`config.mk`:
```
export PLATFORM = sky130hd
export DESIGN_NAME = raster_scan_scheduler
export DESIGN_NICKNAME = d
export VERILOG_FILES = /design/src/rtl/raster_scan_scheduler.sv
export SDC_FILE = /design/constraint.sdc
export NUM_CORES = 1
export LEC_CHECK = 0
export CAP_MARGIN = 25
export CORE_ASPECT_RATIO = 0.5
export CORE_MARGIN = 2
export CORE_UTILIZATION = 50
export CTS_CLUSTER_DIAMETER = 120
export DETAILED_ROUTE_END_ITERATION = 8
export PLACE_DENSITY = 0.76
export SLEW_MARGIN = 0
export SYNTH_ARGS = -nofsm -noshare
export SYNTH_HDL_FRONTEND = slang
export SYNTH_SLANG_ARGS = --single-unit
```
`constraint.sdc`:
```
create_clock -name clk -period 8.44 [get_ports clk]
set_clock_uncertainty 0.15 [all_clocks]
set_input_delay 0.844 -clock clk [delete_from_list [all_inputs] [get_ports clk]]
set_output_delay 0.844 -clock clk [all_outputs]
set_load 0.01 [all_outputs]
```
`src/rtl/raster_scan_scheduler.sv`:
```
// raster_scan_scheduler
// Accepts inclusive bounding boxes and streams every covered pixel coordinate in
// row-major order over a valid/ready channel. The bottom-right corner is clamped to
// the screen; boxes that end up empty are dropped with a one-cycle empty_skip pulse.
//
// Ports:
//   clk, reset              single clock, synchronous active-high reset
//   bbox_valid/bbox_ready   bounding-box request handshake (ready only in IDLE)
//   bbox_min/bbox_max       inclusive corners, 10-bit x/y each
//   coord_valid/coord_ready coordinate stream handshake
//   coord, coord_metadata   current pixel and its .last flag (final pixel of a box)
//   busy                    high while a box is being emitted
//   empty_skip              one-cycle pulse after an accepted box that covers no pixels

package raster_scan_scheduler_pkg;
    localparam int unsigned COORD_W = 10;

    typedef struct packed {
        logic [COORD_W-1:0] x;
        logic [COORD_W-1:0] y;
    } pixel_coordinate_t;

    typedef struct packed {
        logic last;
    } pixel_coordinate_metadata_t;
endpackage

module raster_scan_scheduler
    import raster_scan_scheduler_pkg::*;
#(
    parameter int unsigned SCREEN_WIDTH  = 320,
    parameter int unsigned SCREEN_HEIGHT = 240
) (
    input  logic                       clk,
    input  logic                       reset,
    input  logic                       bbox_valid,
    output logic                       bbox_ready,
    input  pixel_coordinate_t          bbox_min,
    input  pixel_coordinate_t          bbox_max,
    output logic                       coord_valid,
    input  logic                       coord_ready,
    output pixel_coordinate_t          coord,
    output pixel_coordinate_metadata_t coord_metadata,
    output logic                       busy,
    output logic                       empty_skip
);

    localparam logic [COORD_W-1:0] X_LIMIT = COORD_W'(SCREEN_WIDTH - 1);
    localparam logic [COORD_W-1:0] Y_LIMIT = COORD_W'(SCREEN_HEIGHT - 1);

    typedef enum logic {
        IDLE = 1'b0,
        EMIT = 1'b1
    } state_e;

    state_e             state_q,      state_d;
    logic [COORD_W-1:0] min_x_q,      min_x_d;
    logic [COORD_W-1:0] max_x_q,      max_x_d;
    logic [COORD_W-1:0] max_y_q,      max_y_d;
    pixel_coordinate_t  coord_q,      coord_d;
    logic               last_q,       last_d;
    logic               empty_skip_q, empty_skip_d;

    logic [COORD_W-1:0] clamp_x;
    logic [COORD_W-1:0] clamp_y;
    logic               box_empty;
    logic [COORD_W-1:0] next_x;
    logic [COORD_W-1:0] next_y;

    // Clamp the incoming bottom-right corner to the screen and detect empty boxes
    always_comb begin
        clamp_x   = (bbox_max.x > X_LIMIT) ? X_LIMIT : bbox_max.x;
        clamp_y   = (bbox_max.y > Y_LIMIT) ? Y_LIMIT : bbox_max.y;
        box_empty = (bbox_min.x > clamp_x) || (bbox_min.y > clamp_y);
    end

    // Row-major successor of the current coordinate
    always_comb begin
        next_x = coord_q.x;
        next_y = coord_q.y;
        if (coord_q.x < max_x_q) begin
            next_x = coord_q.x + COORD_W'(1);
        end else begin
            next_x = min_x_q;
            next_y = coord_q.y + COORD_W'(1);
        end
    end

    // Next-state and datapath update
    always_comb begin
        state_d      = state_q;
        min_x_d      = min_x_q;
        max_x_d      = max_x_q;
        max_y_d      = max_y_q;
        coord_d      = coord_q;
        last_d       = last_q;
        empty_skip_d = 1'b0;

        case (state_q)
            IDLE: begin
                if (bbox_valid) begin
                    if (box_empty) begin
                        empty_skip_d = 1'b1;
                    end else begin
                        min_x_d = bbox_min.x;
                        max_x_d = clamp_x;
                        max_y_d = clamp_y;
                        coord_d = bbox_min;
                        // last is precomputed so it is registered alongside coord
                        last_d  = (bbox_min.x == clamp_x) && (bbox_min.y == clamp_y);
                        state_d = EMIT;
                    end
                end
            end
            EMIT: begin
                if (coord_ready) begin
                    if (last_q) begin
                        last_d  = 1'b0;
                        state_d = IDLE;
                    end else begin
                        coord_d.x = next_x;
                        coord_d.y = next_y;
                        last_d    = (next_x == max_x_q) && (next_y == max_y_q);
                    end
                end
            end
            default: begin
                state_d = IDLE;
            end
        endcase
    end

    // State and datapath registers
    always_ff @(posedge clk) begin
        if (reset) begin
            state_q      <= IDLE;
            min_x_q      <= '0;
            max_x_q      <= '0;
            max_y_q      <= '0;
            coord_q      <= '0;
            last_q       <= 1'b0;
            empty_skip_q <= 1'b0;
        end else begin
            state_q      <= state_d;
            min_x_q      <= min_x_d;
            max_x_q      <= max_x_d;
            max_y_q      <= max_y_d;
            coord_q      <= coord_d;
            last_q       <= last_d;
            empty_skip_q <= empty_skip_d;
        end
    end

    assign bbox_ready          = (state_q == IDLE);
    assign coord_valid         = (state_q == EMIT);
    assign busy                = (state_q == EMIT);
    assign coord               = coord_q;
    assign coord_metadata.last = last_q;
    assign empty_skip          = empty_skip_q;

endmodule

```
==> out/metrics.yaml <==
status: "finished, final reports clean"
syn_warnings: 0
placement_rows: 22
cts_tree: "yes"
cts-htree-levels: 2
tns_ns: 0
cp_slowest_cell: "or2_4"
postCtsHoldBufs: 0
layout_commonest_cell: "nor2_1"
preCtsSetupSlack_ns: 3.68
routed_via_density: 5.94
drt-wirelength-per-cell_um: 18.1
length_in_cells_of_the_worst_reg_to_reg_path: 10
crit_cells: 14
vdd_ir_drop_max_v: 0.0000899
insertion_delay_of_the_later_clocked_pin_in_the_worst_skew_pair_ns: 0.30
wirelength_um: 11800
global_route_total_usage_across_every_layer: 0.287
critical_path.max_fanout: 30
antenna_left: 0
synth_cell_types: 66
slew_headroom: 0.459
overflow: 0
worst-slew-pin-transition_ns: 0.811
critical_path.cell_chain: "clkdlybuf4s50_1, o21ai_0, nand2b_1, nor2_1, ha_1, and4_4, and3b_1, o311a_1, nor4_4, buf_4, or2_4, o21ai_2, a22oi_1, nor2_1"
placement.io_buffers: 68
critical_path_buf_inv_count: 2
wire_length_of_the_first_global_routing_pass_um: 18600
route.vias.total: 3880
start_kind: "input pin"
die_height_um: 67.0
p_leak_nw: 1.77
layout_min_cycle_time_ns: 4.49
timing_worst_setup_path_type: "in -> reg"
grt_antenna_before_repair: 0
cpMostUsedCell: "nor2_1"
critical-path-top-delay-family: "simple AND/OR/NAND/NOR gates"
final-hold-violation-count: 0
postCtsResizedCells: 0
grt_setup_unrepaired: "no"
drive_gt1_frac: 0.0771
worst_setup_hold_path_clk_slew_ns: 0.08
netlist_instances: 488
number_of_enable_type_register_cells_in_the_synthesized_netlist: 0
finish.net_count: 619
synthToLayoutAreaGrowth_pct: 21.8
grt_max_degree: 54
drt_iter0_markers: 468
floorplan.die_area_sq_mm: 0.00872
max_cap_violations: 0
io_pins: 69
hold_path.class: "reg -> reg"
gp_congestion: 0.950
core_area_sq_mm: 0.00751
synth_flop_cell: "dfxtp_1"
placedInstanceArea_sq_mm: 0.00467
yosysTopAreaCellShare: 0.267
synth_sequential_area_ratio: 0.267
via_count_of_the_first_global_routing_pass: 3437
timing.critical_path.required_ns: 8.46
num_antenna_cells: 0
start_util: 0.529
drv_slew: 0
synth_top_area_cell: "dfxtp_1"
hold_path_depth: 1
drt_pass1_iterations: 5
most_frequent_cells_in_the_layout: "nor2_1 (70), clkdlybuf4s50_1 (67), dfxtp_1 (53)"
worst_ep_arrival_time_ns: 4.50
postCtsSetupBuffers: 0
synth_seq_cells: 53
synth_top_cells_by_area: "dfxtp_1 (27%), ha_1 (9.8%), nor2_1 (6.6%)"
cts_sinks: 53
timing.final.crit_share: 0.532
postLayoutSetupSlackWorst_ns: 3.95
route.detailed.drc: 0
cts_buffer_depth: 2
final_core_utilization: 0.644
report.final.setup_viol: 0
cts.root.buffer_cell: "clkbuf_16"
synth_async_sr_flop_share: 0
max_freq_mhz: 223
setup.worst_path.end_class: "flop"
synthesis.area_sq_mm: 0.00397
detailedPlacementHpwl_um: 8940
post_route_design_area_sq_mm: 0.00484
die_w_um: 130
tritoncts.num_buffers: 5
post_synth.cell_area_avg_sq_um: 8.14
max_stage_delay_ns: 0.45
power-per-cell-area_mw_per_mm2: 181
[report_power, final]
group / leakage [nW] / total [W] / switching, W / internal [W]
logic: 1.26 / 0.000327 / 0.000183 / 0.000144
registers: 0.434 / 0.000308 / 0.0000352 / 0.000273
clock network: 0.0800 / 0.000242 / 0.000101 / 0.000141
total: 1.77 / 0.000877 / 0.000320 / 0.000557
[path summary, 6_finish.rpt]
path / startpoint / to / slack, ns
max: bbox_max[17] / coord[0] / 3.95
min: max_y_q[8] / max_y_q[8] / 0.34
max reg2reg: max_x_q[7] / coord_metadata / 4.89
min reg2reg: max_y_q[8] / max_y_q[8] / 0.34
[registers in the layout, indices dropped and copies added, names as in the netlist]
register        flops
busy                1
coord              20
coord_metadata      1
empty_skip          1
max_x_q            10
max_y_q            10
min_x_q            10
[layer usage]
layer | global-route usage | wire [um] | share of wire
met1 | 0.449 | 5830 | 0.49
met2 | 0.374 | 4410 | 0.37
met3 | 0.0827 | 1390 | 0.12
met4 | 0.0605 | 182 | 0.015
met5 | 0 | 0 | 0
[metrics by stage]
step	hold slack (ns)	instances	power [W]
after CTS	0.338	653	0.000870
after floorplan	0.300	490	0.000533
final	0.339	653	0.000877
after global placement	0.317	645	0.000627
after global routing	0.352	653	0.000921
after detailed placement	0.317	645	0.000629
[layout make-up]
type | count | area [sq um]
inverter | 21 | 78.8
fill | 661 | 2680
tap | 108 | 135
timing repair buffer | 72 | 706
sequential | 53 | 1060
clock inverter | 3 | 46.3
clock buffer | 5 | 125
multi-input combinational | 391 | 2690
[synth_stat cells, types with 14 or more instances]
cell type and instances:
dfxtp_1 53, mux2i_1 19, nor2_1 70, xnor2_1 19, ha_1 31, nand3_1 14, a21oi_1 31, nor3_1 14
a211oi_2 14, o21ai_0 17, nand2_1 32, inv_1 21
[cell families (layout without fill, tap and decap cells)]
group / count (synthesis) / count (layout) / synth area share
AOI/OAI and AO/OA: 118 / 118 / 0.221
xor gates and xnor gates: 24 / 24 / 0.0529
adders and majority gates: 31 / 31 / 0.0976
buffers and inverters: 46 / 101 / 0.0583
DFF: 53 / 53 / 0.267
muxes: 21 / 21 / 0.0535
other: 1 / 3 / 0.000944
and+or+nand+nor: 194 / 194 / 0.249
Power figures use the tool's default switching activity.
